## config.mk

```make
export PLATFORM = sky130hd
export DESIGN_NAME = fft_sequencer
export DESIGN_NICKNAME = d
export VERILOG_FILES = /design/src/rtl/fft_sequencer.sv
export SDC_FILE = /design/constraint.sdc
export NUM_CORES = 1
export LEC_CHECK = 0
export BUFFER_PORTS_ARGS = -buffer_cell sky130_fd_sc_hd__buf_2
export CORE_MARGIN = 2
export CORE_UTILIZATION = 42
export DETAILED_ROUTE_END_ITERATION = 16
export HOLD_SLACK_MARGIN = 0.08
export PLACE_DENSITY = 0.79
export SLEW_MARGIN = 30
export SYNTH_ARGS = -nofsm -noshare
export SYNTH_HDL_FRONTEND = slang
export SYNTH_SLANG_ARGS = --single-unit
```

## constraint.sdc

```tcl
create_clock -name clk -period 3.04 [get_ports clk]
set_input_delay 0.608 -clock clk [delete_from_list [all_inputs] [get_ports clk]]
set_output_delay 0.608 -clock clk [all_outputs]
set_load 0.03 [all_outputs]
```

## src/rtl/fft_sequencer.sv

```systemverilog
// fft_sequencer: loads samples bit-reversed, then sequences 64-point radix-2 DIT butterfly reads, twiddles and writebacks
module fft_sequencer #(
  parameter int N_LOG2 = 6
) (
  input  logic              clk,
  input  logic              reset,
  input  logic              start,
  input  logic              sample_valid,
  input  logic [15:0]       sample_data,
  output logic              sample_ready,
  input  logic [31:0]       a_out,
  input  logic [31:0]       b_out,
  output logic [N_LOG2-1:0] rd_adr_a,
  output logic [N_LOG2-1:0] rd_adr_b,
  output logic [N_LOG2-2:0] twiddle_adr,
  output logic [N_LOG2-1:0] wr_adr_a,
  output logic [N_LOG2-1:0] wr_adr_b,
  output logic [31:0]       wd_a,
  output logic [31:0]       wd_b,
  output logic              we_a,
  output logic              we_b,
  output logic              busy,
  output logic              done
);
  localparam int SW = $clog2(N_LOG2);
  typedef enum logic [2:0] {IDLE, LOAD, COMPUTE, GAP, DONE} state_t;
  state_t state, next;
  logic [N_LOG2-1:0] load_cnt, rev_cnt, adr_a, adr_b, wb_a, wb_b;
  logic [N_LOG2-2:0] idx, lo_mask, tw;
  logic [SW-1:0] stage;
  logic wb_v, load_we, last_stage;
  for (genvar j = 0; j < N_LOG2; j++) begin : g_rev
    assign rev_cnt[j] = load_cnt[N_LOG2-1-j];
  end
  // butterfly i of stage s: group base from the high bits of i, offset from the low s bits
  assign lo_mask = (N_LOG2-1)'((1 << stage) - 1);
  assign adr_a = ((N_LOG2'(idx) >> stage) << (stage + 1'b1)) | N_LOG2'(idx & lo_mask);
  assign adr_b = adr_a | (N_LOG2'(1) << stage);
  assign tw = (idx & lo_mask) << (SW'(N_LOG2 - 1) - stage);
  assign last_stage = stage == SW'(N_LOG2 - 1);
  assign load_we = state == LOAD && sample_valid;
  assign sample_ready = state == LOAD;
  assign busy = state == LOAD || state == COMPUTE || state == GAP;
  assign done = state == DONE;
  assign rd_adr_a = state == COMPUTE ? adr_a : '0;
  assign rd_adr_b = state == COMPUTE ? adr_b : '0;
  assign twiddle_adr = state == COMPUTE ? tw : '0;
  // writeback trails the read by one cycle, matching the RAM read latency
  assign we_a = load_we | wb_v;
  assign we_b = wb_v;
  assign wr_adr_a = load_we ? rev_cnt : wb_v ? wb_a : '0;
  assign wr_adr_b = wb_v ? wb_b : '0;
  assign wd_a = load_we ? {sample_data, 16'h0000} : wb_v ? a_out : '0;
  assign wd_b = wb_v ? b_out : '0;
  always_comb begin
    next = state;
    case (state)
      IDLE:    next = start ? LOAD : IDLE;
      LOAD:    next = (load_we && &load_cnt) ? COMPUTE : LOAD;
      COMPUTE: next = &idx ? GAP : COMPUTE;
      GAP:     next = last_stage ? DONE : COMPUTE;
      DONE:    next = IDLE;
      default: next = IDLE;
    endcase
  end
  always_ff @(posedge clk or posedge reset) begin
    if (reset) begin
      state <= IDLE;
      load_cnt <= '0;
      idx <= '0;
      stage <= '0;
      wb_v <= 1'b0;
      wb_a <= '0;
      wb_b <= '0;
    end else begin
      state <= next;
      load_cnt <= load_we ? load_cnt + 1'b1 : state == IDLE ? '0 : load_cnt;
      idx <= state == COMPUTE ? idx + 1'b1 : '0;
      stage <= state == GAP ? (last_stage ? '0 : stage + 1'b1) : state == IDLE ? '0 : stage;
      wb_v <= state == COMPUTE;
      wb_a <= rd_adr_a;
      wb_b <= rd_adr_b;
    end
  end
endmodule

```

==> results.yml, run 1 <==
final_layout:
  multi_input_area_um2: 1680
  area_growth_pct: 45.2
  final-seq-area_um2: 751
  nFillCells: 520
  drive_gt1_share_pct: 43.6
  layout.nets: 607
  stdcell_count: 587
  diodes: 0
critical_path:
  crit_family: "simple AND/OR/NAND/NOR gates"
  r2r_cells: 6
  path_class: "reg2out"
  slowest_delay_ns: 0.50
  arrival_ns: 2.41
  crit_fanout: 6
  cp-start-kind: "flip-flop"
  worstPathCellList: "ha_1 > ha_4 > inv_1 > nor2_2 > or4b_4 > a31oi_2 > buf_6"
  critPathBufInv: 2
  cp-end-kind: "output port"
  worstPathRequired_ns: 2.43
  slowest_stage: "or4b_4"
  crit_cells: 7
power_and_ir_drop:
  ir_drop_mv: 0.276
  p_leak_nw: 2.13
  power_density_nw_per_um2: 348
logic_synthesis:
  avgSynthCellArea_um2: 7.50
  yosysWarningCount: 0
  synth_top_area_share_pct: 29.6
  yosys-top-cells-count: "nand2_1 (63), and2_1 (39), dfrtp_1 (30)"
  synth.top_cells.by_area: "dfrtp_1 (30%), and2_1 (9.6%), nand2_1 (9.3%)"
  yosys.area.top_type: "dfrtp_1"
  synth_nets: 434
  yosys_register_bits: 30
  synth.distinct_cells: 47
  synthFlopType: "dfrtp_1"
  syn_area_um2: 2540
  syn_inst: 338
  synth.most_common_cell: "nand2_1"
  synthArstFlopShare_pct: 100
  seq_area_frac_synth_pct: 29.6
  synth_edf_count: 0
floorplanning:
  fp.coreArea_um2: 5890
  fp.dieW_um: 81.7
  row_count: 28
  die_area_um2: 6680
  start_util_pct: 43.1
  top_level_ports: 182
  die_h_um: 81.7
timing:
  period_share_pct: 99.4
  period_needed_ns: 3.02
  clock_skew_ns: 0.00707
  finalHoldViolCount: 0
  finalSetupViolations: 0
  maxClockFrequency_mhz: 331
  worst_pin_slew_ns: 0.559
  maxSlewViolCount: 0
  slew_headroom_pct: 62.7
  grt_setup_unrepaired: "true"
  setup_ws_ns: 0.0178
clocking:
  holdBufCountCts: 0
  h-tree-depth: 2
  insertion_delay_ns: 0.28
  post_cts_buffers: 0
  clockBufferDepth: 2
  cts_root_buf: "clkbuf_8"
  cts.reportedPaths.clkPinSlew_ns: 0.06
  cts.sinks: 30
  cts_tree: "done"
  numCtsBuffers: 5
placement:
  dp_slack_ns: 0.199
  dp_cells: 579
  place_hpwl_mm: 6.63
  io_buffer_count: 181
  place_congestion: 0.927
global_routing:
  grtUsageMet2_pct: 46.1
  grt_pass1_wl_mm: 12.6
  grt_remaining_overflow: 0
  met1_usage_pct: 28.2
  antenna_found_initial: 0
  grtUsageMet3_pct: 3.96
  grt_max_degree: 79
  groute.usage.overall_pct: 24.2
  grt_pass1_vias: 2699
  grt_busiest_layer: "met2"
detailed_routing:
  postRouteAntennaNets: 0
  routed_via_density: 5.17
  drc: 0
  routed_wl_mm: 8.69
  wl_per_cell_um: 14.8
  first_pass_iters: 4
  vias: 3036
  drtIter0Drc: 144
hold_path:
  hp-class: "in2async"
job:
  drv_cap: 0
status:
  status: "complete, no violations"
-- cells in the final DEF (no fill, tap or decap), drive strengths merged, types with 2 or more instances in the layout --
cell type	n
buf	192
nand2	64
and2	39
dfrtp	30
nand3	27
and3	21
nor2	16
o21ai	14
ha	12
a21oi	12
inv	11
nand2b	8
clkbuf	8
a31oi	8
nor3	5
mux2i	4
xor2	4
mux2	4
o32ai	3
nor2b	2
or3	2
a22o	2
xnor2	2
a211oi	2
nand3b	2
o31ai	2
nand4	2
-- layer usage --
metal	wire, µm	share of wire [%]	vias up
met3	560	6.4	11
met4	93	1.1	0
met2	4490	52	119
li1	-	-	1493
met1	3540	41	1413
met5	0	0	-
-- state kept, by name (all words and copies together), names as in the netlist --
signal,count
load_cnt,6
wb_b,6
stage,3
wb_a,6
state,3
we_b,1
idx,5
-- stage by stage --
step / utilization (%) / power, mW / area [µm²] / hold slack (ns) / setup TNS, ns
2_1_floorplan: - / 0.790 / 2550 / 0.467 / 0
3_3_place_gp: 59.6 / 0.941 / 3510 / 0.491 / 0
3_5_place_dp: 59.6 / 0.952 / 3510 / 0.501 / 0
4_1_cts: 61.5 / 1.28 / 3620 / 0.399 / 0
5_1_grt: 62.6 / 1.35 / 3680 / 0.437 / -0.142
6_report: 62.6 / 1.28 / 3680 / 0.382 / 0
-- worst register-to-register path: stages (launching register included) --
cell and delay [ns]:
dfrtp_1 0.42, ha_1 0.26, ha_4 0.31, inv_1 0.10
nor2_2 0.14, or4b_4 0.50, a31oi_2 0.24
-- kinds of logic after synthesis --
logic type      after synthesis  share of synthesized area, %
xor+xnor                      6                          2.07
buf+inv                      38                          6.76
mux                           8                          3.50
flops                        30                          29.6
compound gates               48                          12.0
fa+ha+maj                    12                          5.92
simple gates                196                          40.1
-- area by class of cell --
type	count	area share, %
Tap cell	75	2.55
Multi-Input combinational cell	270	45.7
Timing Repair Buffer	193	27.7
Clock inverter	1	0.136
Sequential cell	30	20.4
Clock buffer	7	2.34
Inverter	11	1.12
-- report_power, final --
group	total (mW)	leakage [nW]	internal, mW	switching [mW]
registers	0.479	0.405	0.435	0.0435
logic	0.471	1.67	0.166	0.305
clock network	0.331	0.0482	0.182	0.148
-- timing repair --
action / CTS / global route
hold endpoints to repair: 0 / 0
endpoints found under the setup margin: 2 / 8
gates resized for setup: 4 / 20
pin swaps: 0 / 2
-- final timing paths --
| path | start | endpoint | slack (ns) |
|---|---|---|---|
| setup / recovery | stage[0] | rd_adr_b[0] | 0.02 |
| hold / removal | reset | idx[4] | 0.38 |
| setup reg to reg | stage[0] | wb_b[0] | 0.98 |
| hold reg to reg | load_cnt[5] | load_cnt[5] | 0.51 |
| max in group asynchronous | reset | wb_b[2] | 2.38 |
| min in group clk | load_cnt[5] | load_cnt[5] | 0.51 |
No activity file was read; power rests on OpenSTA's default activity.
==> inputs of run 2 (changes only) <==
==> constraint.sdc (replaced) <==
create_clock -name clk -period 3.04 [get_ports clk]
set_input_delay 0.304 -clock clk [delete_from_list [all_inputs] [get_ports clk]]
set_output_delay 0.304 -clock clk [all_outputs]
set_load 0.03 [all_outputs]
==> run 2 against run 1 <==
Clock-buffer cell count unchanged. Sequential power increased by 1%. Critical path depth unchanged. Largest cell class unchanged. Highest routed layer unchanged.
==> results.yml, run 2 (synthesized netlist as in run 1, its figures left out) <==
status:
  status: "complete, no violations"
power_and_ir_drop:
  power_density_nw_per_um2: 361
  p_leak_nw: 2.10
  power_mw: 1.29
  ir_drop_mv: 0.229
timing:
  maxClockFrequency_mhz: 344
  clock_skew_ns: 0.00888
  grt_setup_unrepaired: "false"
  finalSetupViolations: 0
  maxSlewViolCount: 0
  finalHoldViolCount: 0
  setup_ws_ns: 0.130
  slew_headroom_pct: 53.0
  period_share_pct: 95.7
  worst_pin_slew_ns: 0.706
  period_needed_ns: 2.91
  tns_ns: 0
critical_path:
  worstPathCellList: "ha_1 > ha_1 > inv_1 > nor2_1 > or4b_1 > a31oi_1 > buf_2"
  arrival_ns: 2.61
  slowest_stage: "or4b_1"
  cp-start-kind: "flip-flop"
  r2r_slack_ns: 0.86
  path_class: "reg2out"
  worstPathRequired_ns: 2.74
  crit_family: "simple AND/OR/NAND/NOR gates"
  slowest_delay_ns: 0.49
  critPathBufInv: 2
  cp-end-kind: "output port"
  cpMostUsedCell: "ha_1"
  crit_fanout: 10
clocking:
  numCtsBuffers: 5
  insertion_delay_ns: 0.29
  cts_root_buf: "clkbuf_8"
  h-tree-depth: 2
  cts_tree: "done"
  post_cts_buffers: 0
  cts.sinks: 30
  clockBufferDepth: 2
  cts.reportedPaths.clkPinSlew_ns: 0.07
detailed_routing:
  postRouteAntennaNets: 0
  routed_via_density: 5.14
  drc: 0
  first_pass_iters: 5
  wl_per_cell_um: 14.7
  routed_wl_mm: 8.57
  vias: 2997
  drtIter0Drc: 169
placement:
  place_congestion: 0.892
  dp_cells: 575
  io_buffer_count: 181
  place_hpwl_mm: 6.69
  dp_slack_ns: 0.349
  postPlaceCellArea_um2: 3470
final_layout:
  multi_input_area_um2: 1620
  nFillCells: 558
  area_growth_pct: 40.5
  layout_common_cells: "buf_2 (181), nand2_1 (63), and2_1 (39)"
  stdcell_count: 583
  final-seq-area_um2: 752
  drive_gt1_share_pct: 41.1
  layout.nets: 603
  reg.largest.list: "load_cnt x6, wb_a x6, wb_b x6"
  diodes: 0
  final_common_cell: "buf_2"
  fin_area_um2: 3560
floorplanning:
  row_count: 28
  die_h_um: 81.7
  fp.dieW_um: 81.7
  fp.coreArea_um2: 5890
  top_level_ports: 182
  die_area_um2: 6680
  start_util_pct: 43.1
hold_path:
  hp-class: "in2async"
global_routing:
  antenna_found_initial: 0
  grt_pass1_wl_mm: 12.8
  groute.usage.overall_pct: 25.1
  grt_remaining_overflow: 0
  grt_max_degree: 79
  grt_pass1_vias: 2599
job:
  drv_cap: 0
## run 2: cell count changes in the layout (fill, tap and decap cells not counted), sizes merged
cell,delta
buf,-3
clkbuf,-1
## run 2: tightest hold or removal path, cell delays in order
cell	delay, ns
buf_2	0.09
inv_1	0.04
buf_4	0.34
## run 2: report_power, final
| group | leakage, nW | total, mW | switching [mW] | internal (mW) |
|---|---|---|---|---|
| logic | 1.65 | 0.464 | 0.302 | 0.162 |
| clock network | 0.0482 | 0.337 | 0.154 | 0.182 |
| registers | 0.403 | 0.485 | 0.0500 | 0.435 |
## run 2: final timing paths
kind	from	endpoint	cells past startpoint
min in group clk	start	state[0]	3
setup reg to reg	stage[0]	wb_b[0]	6
setup / recovery	stage[0]	rd_adr_b[0]	7
max in group asynchronous	reset	stage[1]	3
hold reg to reg	load_cnt[2]	load_cnt[2]	1
hold / removal	reset	stage[1]	3
## run 2: through the flow
stage	hold WS, ns	util, %
after floorplan	0.395	-
after global placement	0.390	59.0
after detailed placement	0.402	59.0
after CTS	0.0855	60.5
after global routing	0.130	60.5
final	0.0773	60.5
## run 2: cell type report
cell class,count,share of cell area (%)
Multi-Input combinational cell,270,45.4
Timing Repair Buffer,189,27.1
Sequential cell,30,21.1
Tap cell,75,2.63
Clock buffer,7,2.42
Inverter,11,1.16
Clock inverter,1,0.140
## run 2: layer usage
layer	share of wire (%)	global-route usage, %	vias up
met1	42	31.5	1367
met2	50	45.2	133
met3	7.0	2.75	14
met5	0	0	-
li1	-	-	1483
met4	1.4	7.33	0
## run 2: what timing repair did
| item | CTS | global route |
|---|---|---|
| hold buffers | 0 | 0 |
| gates resized for setup | 0 | 1 |
| endpoints found under the setup margin | 0 | 2 |
